==> src/rtl/secuenciador_teclas.sv <==
// PS/2 scan-byte sequencer: decodes make/break/extended prefixes, forwards make codes to the
// external ASCII lookup and buffers the results in a FIFO. Optional macro: TYPEMATIC_FILTER_EN.
//
// state   | meaning
// IDLE    | waiting for a make code or a prefix byte
// BRK     | F0 seen; next byte is a released key
// EXT     | E0 seen; extended key, not supported
// EXT_BRK | E0 F0 seen; next byte is a released extended key
module secuenciador_teclas #(
  parameter int FIFO_AW = 3
) (
  input  logic       clk,
  input  logic       reset_n,
  input  logic       rx_done_tick,
  input  logic [7:0] rx_data,
  output logic [7:0] key_code,
  input  logic [7:0] ascii_code,
  input  logic       rd,
  output logic [7:0] ascii_out,
  output logic       empty,
  output logic       full,
  output logic       overflow,
  input  logic       clr_ovf
);

  localparam int DEPTH = 2 ** FIFO_AW;

  typedef enum logic [1:0] {IDLE, BRK, EXT, EXT_BRK} state_t;

  state_t state, state_nx;
  logic   load_make;
  logic   brk_byte;
  logic   accept;
  logic   wr_pend;

  always_ff @(posedge clk or negedge reset_n) begin
    if (!reset_n) state <= IDLE;
    else          state <= state_nx;
  end

  always_comb begin
    state_nx  = state;
    load_make = 1'b0;
    brk_byte  = 1'b0;
    if (rx_done_tick) begin
      case (state)
        IDLE: begin
          if (rx_data == 8'hF0)      state_nx = BRK;
          else if (rx_data == 8'hE0) state_nx = EXT;
          else                       load_make = 1'b1;
        end
        BRK: begin
          state_nx = IDLE;
          brk_byte = 1'b1;
        end
        EXT:     state_nx = (rx_data == 8'hF0) ? EXT_BRK : IDLE;
        EXT_BRK: state_nx = IDLE;
        default: state_nx = IDLE;
      endcase
    end
  end

`ifdef TYPEMATIC_FILTER_EN
  logic [7:0] last_make;
  logic       held;

  // A held key repeats its make code; only the first one after a release gets through.
  assign accept = load_make && !(held && (rx_data == last_make));

  always_ff @(posedge clk or negedge reset_n) begin
    if (!reset_n) begin
      last_make <= 8'h00;
      held      <= 1'b0;
    end else if (accept) begin
      last_make <= rx_data;
      held      <= 1'b1;
    end else if (brk_byte && (rx_data == last_make)) begin
      held      <= 1'b0;
    end
  end
`else
  assign accept = load_make;

  logic unused_brk;
  assign unused_brk = brk_byte;
`endif

  always_ff @(posedge clk or negedge reset_n) begin
    if (!reset_n) begin
      key_code <= 8'h00;
      wr_pend  <= 1'b0;
    end else begin
      wr_pend <= accept;
      if (accept) key_code <= rx_data;
    end
  end

  logic [7:0]       mem [DEPTH];
  logic [FIFO_AW:0] wr_ptr, rd_ptr;
  logic             do_rd, do_wr;

  assign empty     = (wr_ptr == rd_ptr);
  assign full      = (wr_ptr[FIFO_AW] != rd_ptr[FIFO_AW]) &&
                     (wr_ptr[FIFO_AW-1:0] == rd_ptr[FIFO_AW-1:0]);
  assign ascii_out = mem[rd_ptr[FIFO_AW-1:0]];

  // A pop in the same cycle frees the slot, so a write to a full FIFO still lands.
  assign do_rd = rd && !empty;
  assign do_wr = wr_pend && (!full || do_rd);

  always_ff @(posedge clk) begin
    if (do_wr) mem[wr_ptr[FIFO_AW-1:0]] <= ascii_code;
  end

  always_ff @(posedge clk or negedge reset_n) begin
    if (!reset_n) begin
      wr_ptr   <= '0;
      rd_ptr   <= '0;
      overflow <= 1'b0;
    end else begin
      if (do_wr) wr_ptr <= wr_ptr + 1'b1;
      if (do_rd) rd_ptr <= rd_ptr + 1'b1;
      if (wr_pend && !do_wr) overflow <= 1'b1;
      else if (clr_ovf)      overflow <= 1'b0;
    end
  end

endmodule

==> config.mk <==
export PLATFORM = sky130hd
export DESIGN_NAME = secuenciador_teclas
export DESIGN_NICKNAME = d
export VERILOG_FILES = /design/src/rtl/secuenciador_teclas.sv
export SDC_FILE = /design/constraint.sdc
export NUM_CORES = 1
export LEC_CHECK = 0
export ABC_AREA = 1
export CAP_MARGIN = 15
export CORE_ASPECT_RATIO = 1.25
export CORE_MARGIN = 2
export CORE_UTILIZATION = 45
export CTS_CLUSTER_SIZE = 10
export DETAILED_ROUTE_END_ITERATION = 6
export PLACE_DENSITY_LB_ADDON = 0.12
export SLEW_MARGIN = 0
export SYNTH_ARGS = -nofsm -noshare
export SYNTH_HDL_FRONTEND = slang
export SYNTH_SLANG_ARGS = --single-unit
==> constraint.sdc <==
create_clock -name clk -period 1.65 [get_ports clk]
set_input_delay 0.2475 -clock clk [delete_from_list [all_inputs] [get_ports clk]]
set_output_delay 0.2475 -clock clk [all_outputs]
set_load 0.01 [all_outputs]
**Yosys cells after proc, flatten, opt, wreduce, memory -nomap -nowiden**

Memories as Yosys holds them, arrays and structs flattened.
Cells that the tools add are included.

- Register bits after elaboration: 20
- Latch bits: 0
- Memory bits (writable): 64
- Bits in read-only memories: 0
- Input port bits: 21
- Output and inout port bits: 19
- Logic and storage cells: 42
- Memories: 1

Memories:

| memory | words | width | rd ports | clocked after memory_dff | write ports | RTL line | RTL |
|---|---|---|---|---|---|---|---|
| mem | 8 | 8 | 1 | 0 | 1 | 98 | `logic [7:0] mem [DEPTH];` |

- Add/subtract/negate cells: 2
- Multiply operators: 0
- Div/mod/pow operators: 0
- Order comparisons: 0
- Equality and inequality tests: 9
- Shift operators: 0
- Mux-type cells: 12
- Bitwise gates (word level): 0
- Reduce and logical (&&, ||, !) cells: 12

Operator list:

| kind | count |
|---|---|
| equality test 8 bit, second input constant | 2 |
| adder 4 x 1 -> 4 bit, second input constant | 2 |
| two-way mux 1 bit | 8 |
| two-way mux 2 bit | 3 |
| case mux 2 bit (3 select lines) | 1 |
| equality test 2 bit, second input constant | 2 |
| equality test 4 bit | 1 |
| logical AND 1 bit | 4 |
| equality test 3 bit | 1 |
| logical NOT 1 bit | 3 |
| inequality test 3 bit, second input constant | 1 |
| equality test 2 x 1 -> 1 bit, second input constant | 1 |
| logical NOT 2 bit | 1 |
| AND reduction 2 bit | 1 |
| nonzero test 2 bit | 1 |
| OR reduction 2 bit | 1 |
| logical OR 1 bit | 1 |
| inequality test 1 bit | 1 |

**Longest topological paths before layout**

Gate-level depths: netlist of the first run.

- Word-level depth: 8
- Mapped depth: 9
- Gate-level depth less buffers: 8

**Least setup slack after synthesis of the first run**

OpenSTA, ideal clock, no wires.

- Path kind: flip-flop to flip-flop
- From: reg wr_ptr[1]
- To: mem mem[2][0], enable pin
- Setup time: 0.371 ns
- Arrival: 1.396 ns
- Required time: 1.279 ns
- Setup slack: -0.116 ns
- Stages on the path, launching flop included: 9
- Path buffers: 1
- Period minus slack after synthesis: 1.766 ns
- Path through: dfrtp_1 buf_4 inv_1 nand2_1 nand2_1 nor2_4 nand4_4 nand3_1 nor2_1

- Longest elaborated chain between the ends: 7
- Elaborated cells on any way between the ends: 10
- Classes of those cells: eq/ne (2); mux (2); reduce/logical (6)

RTL lines:

| element | RTL line | RTL |
|---|---|---|
| start, declared | 99 | `logic [FIFO_AW:0] wr_ptr, rd_ptr;` |
| start signal, assigned | 121 | `if (do_wr) wr_ptr <= wr_ptr + 1'b1;` |
| equality test 4 bit or equality test 3 bit (tied branches) | 102, 104 |  |
| logical NOT 1 bit or logical AND 1 bit (tied branches) | 108, 103 |  |
| logical AND 1 bit or logical NOT 1 bit (tied branches) | 108, 109 |  |
| logical OR 1 bit | 109 | `assign do_wr = wr_pend && (!full \|\| do_rd);` |
| logical AND 1 bit | 109 |  |
| two-way mux 1 bit | 112 | `if (do_wr) mem[wr_ptr[FIFO_AW-1:0]] <= ascii_code;` |
| two-way mux 1 bit (not written as such) | 112 |  |
| end, declared | 98 |  |

Parallel ways exist; a longest one is shown, timed or not.

**Worst setup path after layout of the first run**

- From: reg rd_ptr[0]
- To: out ascii_out[0]

- Longest elaborated chain between the ends: 1

RTL lines:

| element | RTL line | RTL |
|---|---|---|
| start, declared | 99 |  |
| start signal, assigned | 122 | `if (do_rd) rd_ptr <= rd_ptr + 1'b1;` |
| memory (8 x 8 bit) | -- |  |
| end, declared | 19 | `output logic [7:0] ascii_out,` |

Every way passes these cells.

==> results of run 1 <==
## metrics by stage
step                cell area (um^2)  worst slack (ps)  setup TNS [ps]  hold slack [ps]
finish                          4783            -196.9          -11140            231.3
global route                    4783            -299.5          -16310            269.3
CTS                             4747            -246.8          -12630            226.3
detailed placement              4390            -185.5           -4045            490.3
global placement                4390            -179.5           -3547            481.1
floorplan                       3581            -116.3           -2789           -48.09
## worst max path at each step
stage	slack, ps	endpoint	cells past startpoint	startpoint
2_1_floorplan	-120	mem[2][0]	8	wr_ptr[1]
3_3_place_gp	-180	ascii_out[0]	6	rd_ptr[0]
3_5_place_dp	-190	ascii_out[0]	6	rd_ptr[0]
4_1_cts	-250	ascii_out[5]	9	rd_ptr[0]
5_1_grt	-300	ascii_out[0]	8	rd_ptr[0]
6_report	-200	ascii_out[0]	8	rd_ptr[0]
## worst reg2reg max path, cell delays in order, from the launching register on
cell     delay, ps
dfrtp_1        420
buf_4          150
buf_4          150
nand2_1         80
nand2_2         70
nor2_4         110
buf_6          110
nand4_4        130
nand2_8        160
nor2_2          60
buf_12         140
## what timing repair did
action / in CTS / in global routing
pin swaps: 15 / 12
setup buffers: 9 / 2
resized for setup: 83 / 23
cloned: 2 / 0
setup endpoints to repair: 42 / 83
hold buffers: 0 / 0
## per-layer routing
metal | vias up | global-route usage (%) | part of all wire, %
met2 | 69 | 31.89 | 53
met5 | - | 0 | 0
met4 | 0 | 9.101 | 2.1
li1 | 1302 | - | -
met1 | 1264 | 23.59 | 40
met3 | 15 | 4.861 | 4.8
## state kept, by name, indices dropped and copies added, names as in the netlist
register / count
rd_ptr: 4
overflow: 1
wr_pend: 1
state: 2
wr_ptr: 4
mem: 64
key_code: 8
## power by group through the flow
stage | Sequential, W | Combinational [W] | Clock, W
after detailed placement | 0.00289 | 0.00350 | 0
final | 0.00286 | 0.00388 | 0.00152
after global placement | 0.00288 | 0.00347 | 0
after global routing | 0.00290 | 0.00430 | 0.00163
after CTS | 0.00286 | 0.00385 | 0.00155
after floorplan | 0.00289 | 0.00186 | 0
## area by class of cell
class / instances / area, um^2 / share of cell area, %
Clock buffer: 10 / 127.6 / 2.668
Clock inverter: 6 / 78.83 / 1.648
Inverter: 17 / 63.81 / 1.334
Multi-Input combinational cell: 214 / 1145 / 23.93
Sequential cell: 84 / 2422 / 50.64
Tap cell: 95 / 118.9 / 2.485
Timing Repair Buffer: 85 / 827.0 / 17.29
## cell families after synthesis
logic type / count (synthesis) / synth area share (%)
AOI/OAI and AO/OA: 61 / 9.151
and+or+nand+nor: 146 / 17.22
buffers and inverters: 30 / 3.611
adders and majority gates: 2 / 0.7012
xor gates and xnor gates: 5 / 1.438
DFF: 84 / 67.88
## cells in the mapped netlist, drive strengths merged
master	n
a21oi	1
and2	1
buf	8
clkbuf	5
clkinv	1
dfrtp	20
edfxtp	64
ha	2
inv	16
nand2	80
nand3	13
nand4	2
nor2	50
o21ai	43
o22ai	17
xnor2	2
xor2	3
==> results.txt, run 1 <==
Slowest-stage cell, CP: dfrtp_1
Highest-count cells in the layout ignoring fill and taps: nand2_1 (76), edfxtp_1 (64), nor2_1 (38)
Area grow syn2layout: 34.05%
Min setup slack post-route: -196.9 ps
Largest net degree at the start of global routing: 21
Final ANT Viol Nets: 0
CTS H-tree depth: 3
Routed WL: 7833 um
Pint: 0.005283 W
Critical Path AT: 1600 ps
WP data required: 1400 ps
Worst Max-Slew Pin Slew: 359.1 ps
Total CTS buffers: 9
Period utilization: 111.9%
Vias in the first global route: 2738
Comb pwr share: 47.0%
Total Power: 0.008261 W
Synth unique cells: 28
Buffers on Ports: 39
CP most frequent cell: nand2_1
First-pass GRT wire length: 12990 um
Worst path max stage delay: 420 ps
Mapped Cells: 328
Clk root buf: clkbuf_8
Vias after detailed routing: 2650
Clk_lat worst skew: 350 ps
Core ar.: 7747 um^2
Post-DP HPWL: 5083 um
CP startpoint kind: flop
Overall global routing resource usage: 19.27%
Hold Vio Cnt, Final: 0
Synth Cell Area: 3568 um^2
Sequential-to-total area share from yosys stat: 67.88%
R2r startpoint: rd_ptr[0]
Detail-routed via count per cell: 5.186
FF-to-FF path depth: 10
First-pass detailed-route iteration total: 4
Number of synthesized register bits: 84
Top cells by area, synth: edfxtp_1 (54%), dfrtp_1 (14%), nand2_1 (8.1%), o21ai_0 (5.9%), nor2_1 (5.0%)
Fin nets: 434
Status: finished with violations
Fmax achieved: 541.4 MHz
Syn_area_per_cell: 10.88 um^2
Initial Utilization: 46.06%
CTS tree: done
Final setup fails: 77
WP buf/inv: 4
Die Ht: 103.6 um
Fraction of layout cells with a size suffix above 1: 24.52%
Worst path top cell family by delay: buffers and inverters
Clk slew on worst S/H paths: 80 ps
Pwr Density: 1727 nW/um^2
Violated checks: setup timing
Final core utilization: 61.74%
Switching power: 0.002978 W
CP endpoint kind: output port
FP Rows: 36
Antenna cells: 0
Clock Sinks: 84
Post-Place Cells: 486
Cell accounting for the most synthesized area: edfxtp_1
Die area: 8663 um^2
Commonest non-fill, non-tap cell in the layout: nand2_1
Io pins: 40
Sequential power share: 34.7%
Leakage power: 1.898 nW
Total grt overflow: 0
Top cell type's share of synthesized area: 53.86%
Drt initial violations: 161
Clock Skew: 7.350 ps
Post-Syn Nets: 351
Max IR drop VDD: 1.003 mV
RR Endpoint: mem[0][2]
CTS Buffer Depth: 2
RePlAce Congestion: 0.7920
Average wire per standard cell: 15.33 um
DR DRC count: 0
Die width: 83.65 um
Clock power frac: 18.4%
Sw frac: 36.05%
Final Critical Period: 1847 ps
Synth Warn #: 0
Crit Path Category: reg -> out
Max_slew headroom: 76.03%
Initial antenna violation count: 0
Final Max Tran Viols: 0
R2R setup slack: -170 ps
Maxcap violations: 0
RSZ-0062 raised after global routing: yes
Non-filler cells, final: 511
Crit path cell chain: inv_2, buf_6, buf_12, nor2_2, o22ai_2, nand2_1, nand2_1, buf_2
Peak fanout along the critical path: 9
Hold crit path type: in -> async
Fillers: 638
Power figures use the tool's default switching activity.
==> run 2, diff against run 1 <==
--- a/config.mk
+++ b/config.mk
@@ -13,6 +13,7 @@
 export CTS_CLUSTER_SIZE = 10
 export DETAILED_ROUTE_END_ITERATION = 6
 export PLACE_DENSITY_LB_ADDON = 0.12
+export SKIP_CTS_REPAIR_TIMING = 1
 export SLEW_MARGIN = 0
 export SYNTH_ARGS = -nofsm -noshare
 export SYNTH_HDL_FRONTEND = slang
==> run 2 against run 1 <==
Net effect: clock skew grew 0.69 ps; critical endpoint is now ascii_out[7]; flip-flop and latch count is the same; the run still ends with setup timing left; utilization grew 0.71 points; setup slack lost 39 ps.
==> results.txt, run 2 (same netlist as run 1, synthesis figures left out) <==
Status: finished with violations (unchanged)
Violated checks: setup timing (unchanged)
Top Metal Used: met4 (unchanged)
Min setup slack post-route: -235.9 ps (was -196.9 ps)
Hold crit path type: in -> async (unchanged)
Antenna cells: 0 (unchanged)
Hold Vio Cnt, Final: 0 (unchanged)
Total CTS buffers: 9 (unchanged)
Worst path top cell family by delay: buffers and inverters (unchanged)
WP buf/inv: 4 (unchanged)
DR DRC count: 0 (unchanged)
Detail-routed via count per cell: 5.178 (was 5.186)
Routed WL: 8036 um (was 7833 um)
CP startpoint kind: flop (unchanged)
Core ar.: 7747 um^2 (unchanged)
Area grow syn2layout: 35.59% (was 34.05%)
RePlAce Congestion: 0.7920 (unchanged)
Fraction of layout cells with a size suffix above 1: 23.98% (was 24.52%)
Die area: 8663 um^2 (unchanged)
Worst path max stage delay: 430 ps (was 420 ps)
Initial antenna violation count: 0 (unchanged)
Critical Path AT: 1640 ps (was 1600 ps)
Average wire per standard cell: 15.70 um (was 15.33 um)
Met3 Wirelength: 307 um (was 377 um)
Final Max Tran Viols: 0 (unchanged)
Total grt overflow: 0 (unchanged)
Clk slew on worst S/H paths: 80 ps (about the same)
CP endpoint kind: output port (unchanged)
Met1 WL: 3331 um (was 3167 um)
Sum of negative setup slack: -10940 ps (was -11140 ps)
Clock Skew: 8.041 ps (was 7.350 ps)
Io pins: 40 (unchanged)
Final setup fails: 75 (was 77)
Leakage power: 1.913 nW (was 1.898 nW)
Overall global routing resource usage: 18.41% (was 19.27%)
Max IR drop VDD: 0.8662 mV (was 1.003 mV)
Crit Path Category: reg -> out (unchanged)
Pwr Density: 1728 nW/um^2 (was 1727 nW/um^2)
Fin nets: 435 (was 434)
Period utilization: 114.3% (was 111.9%)
First-pass GRT wire length: 12420 um (was 12990 um)
Commonest non-fill, non-tap cell in the layout: nand2_1 (unchanged)
Vias in the first global route: 2643 (was 2738)
CP most frequent cell: nand2_1 (unchanged)
Clock Sinks: 84 (unchanged)
Initial Utilization: 46.06% (unchanged)
First-pass detailed-route iteration total: 4 (unchanged)
Clk_lat worst skew: 350 ps (about the same)
Worst Max-Slew Pin Slew: 445.6 ps (was 359.1 ps)
Max_slew headroom: 70.29% (was 76.03%)
CTS Buffer Depth: 2 (unchanged)
Clk root buf: clkbuf_8 (unchanged)
Maxcap violations: 0 (unchanged)
Peak fanout along the critical path: 8 (was 9)
Final ANT Viol Nets: 0 (unchanged)
Fmax achieved: 530.2 MHz (was 541.4 MHz)
Largest net degree at the start of global routing: 21 (unchanged)
RSZ-0062 raised after global routing: yes (unchanged)
Final Critical Period: 1886 ps (was 1847 ps)
Die width: 83.65 um (unchanged)
Die Ht: 103.6 um (unchanged)
Drt initial violations: 142 (was 161)
Post-DP HPWL: 5083 um (unchanged)
CTS tree: done (unchanged)
Max FFs per register: 64 (unchanged)
WP data required: 1400 ps (about the same)
Vias after detailed routing: 2651 (was 2650)
Metal2 WL: 4145 um (was 4127 um)
Highest-count cells in the layout ignoring fill and taps: nand2_1 (76), edfxtp_1 (64), nor2_1 (36) (was nand2_1 (76), edfxtp_1 (64), nor2_1 (38))
Buffers on Ports: 39 (unchanged)
Total Power: 0.008359 W (was 0.008261 W)
Crit path cell chain: inv_2, buf_6, clkbuf_16, o21ai_1, o22ai_1, nand2_1, nand2_1, clkbuf_2 (was inv_2, buf_6, buf_12, nor2_2, o22ai_2, nand2_1, nand2_1, buf_2)
CTS H-tree depth: 3 (unchanged)
FP Rows: 36 (unchanged)
Slowest-stage cell, CP: dfrtp_1 (unchanged)
Fillers: 630 (was 638)
run 2: where the power goes:
part,internal [W],switching [W],total [W]
registers,0.00265,0.000218,0.00287
clock network,0.000838,0.000693,0.00153
logic,0.00185,0.00211,0.00396
run 2: worst paths after layout:
check	from	end	cells past startpoint	slack [ps]
worst max-delay path	rd_ptr[0]	ascii_out[7]	8	-240
worst min-delay path	reset_n	rd_ptr[3]	2	230
worst max register to register	rd_ptr[0]	mem[2][6]	10	-150
worst min register to register	key_code[2]	key_code[2]	2	500
max in group asynchronous	reset_n	state[0]	2	1190
min in group clk	rx_data[1]	key_code[1]	3	460
run 2: worst register-to-register path, delay by kind of cell (launching register included):
kind / cells / cell delay [ps]
buffers and inverters: 4 / 450
DFF: 1 / 430
and+or+nand+nor: 6 / 700
run 2: metrics by stage:
stage	setup slack (ps)	hold slack, ps	utilization, %	instance area, um^2	std cells
5_1_grt	-335.7	271.9	62.45	4838	512
3_3_place_gp	-179.5	481.1	56.67	4390	486
6_report	-235.9	232.8	62.45	4838	512
4_1_cts	-577.5	226.3	59.33	4597	502
3_5_place_dp	-185.5	490.3	56.67	4390	486
2_1_floorplan	-116.3	-48.09	-	3581	328
run 2: final cells by class:
cell class	count	area, um^2	share of cell area, %
repair buffers	85	863.3	17.84
flip-flops and latches	84	2422	50.06
well taps	95	118.9	2.457
clock buffers	10	127.6	2.638
inverters	17	63.81	1.319
multi-input cells	215	1164	24.05
clock inverters	6	78.83	1.629
run 2: routing by layer:
metal	vias up	track usage [%]
met5	-	0
met4	0	7.719
met3	23	4.382
met2	68	30.86
met1	1260	22.78
li1	1300	-
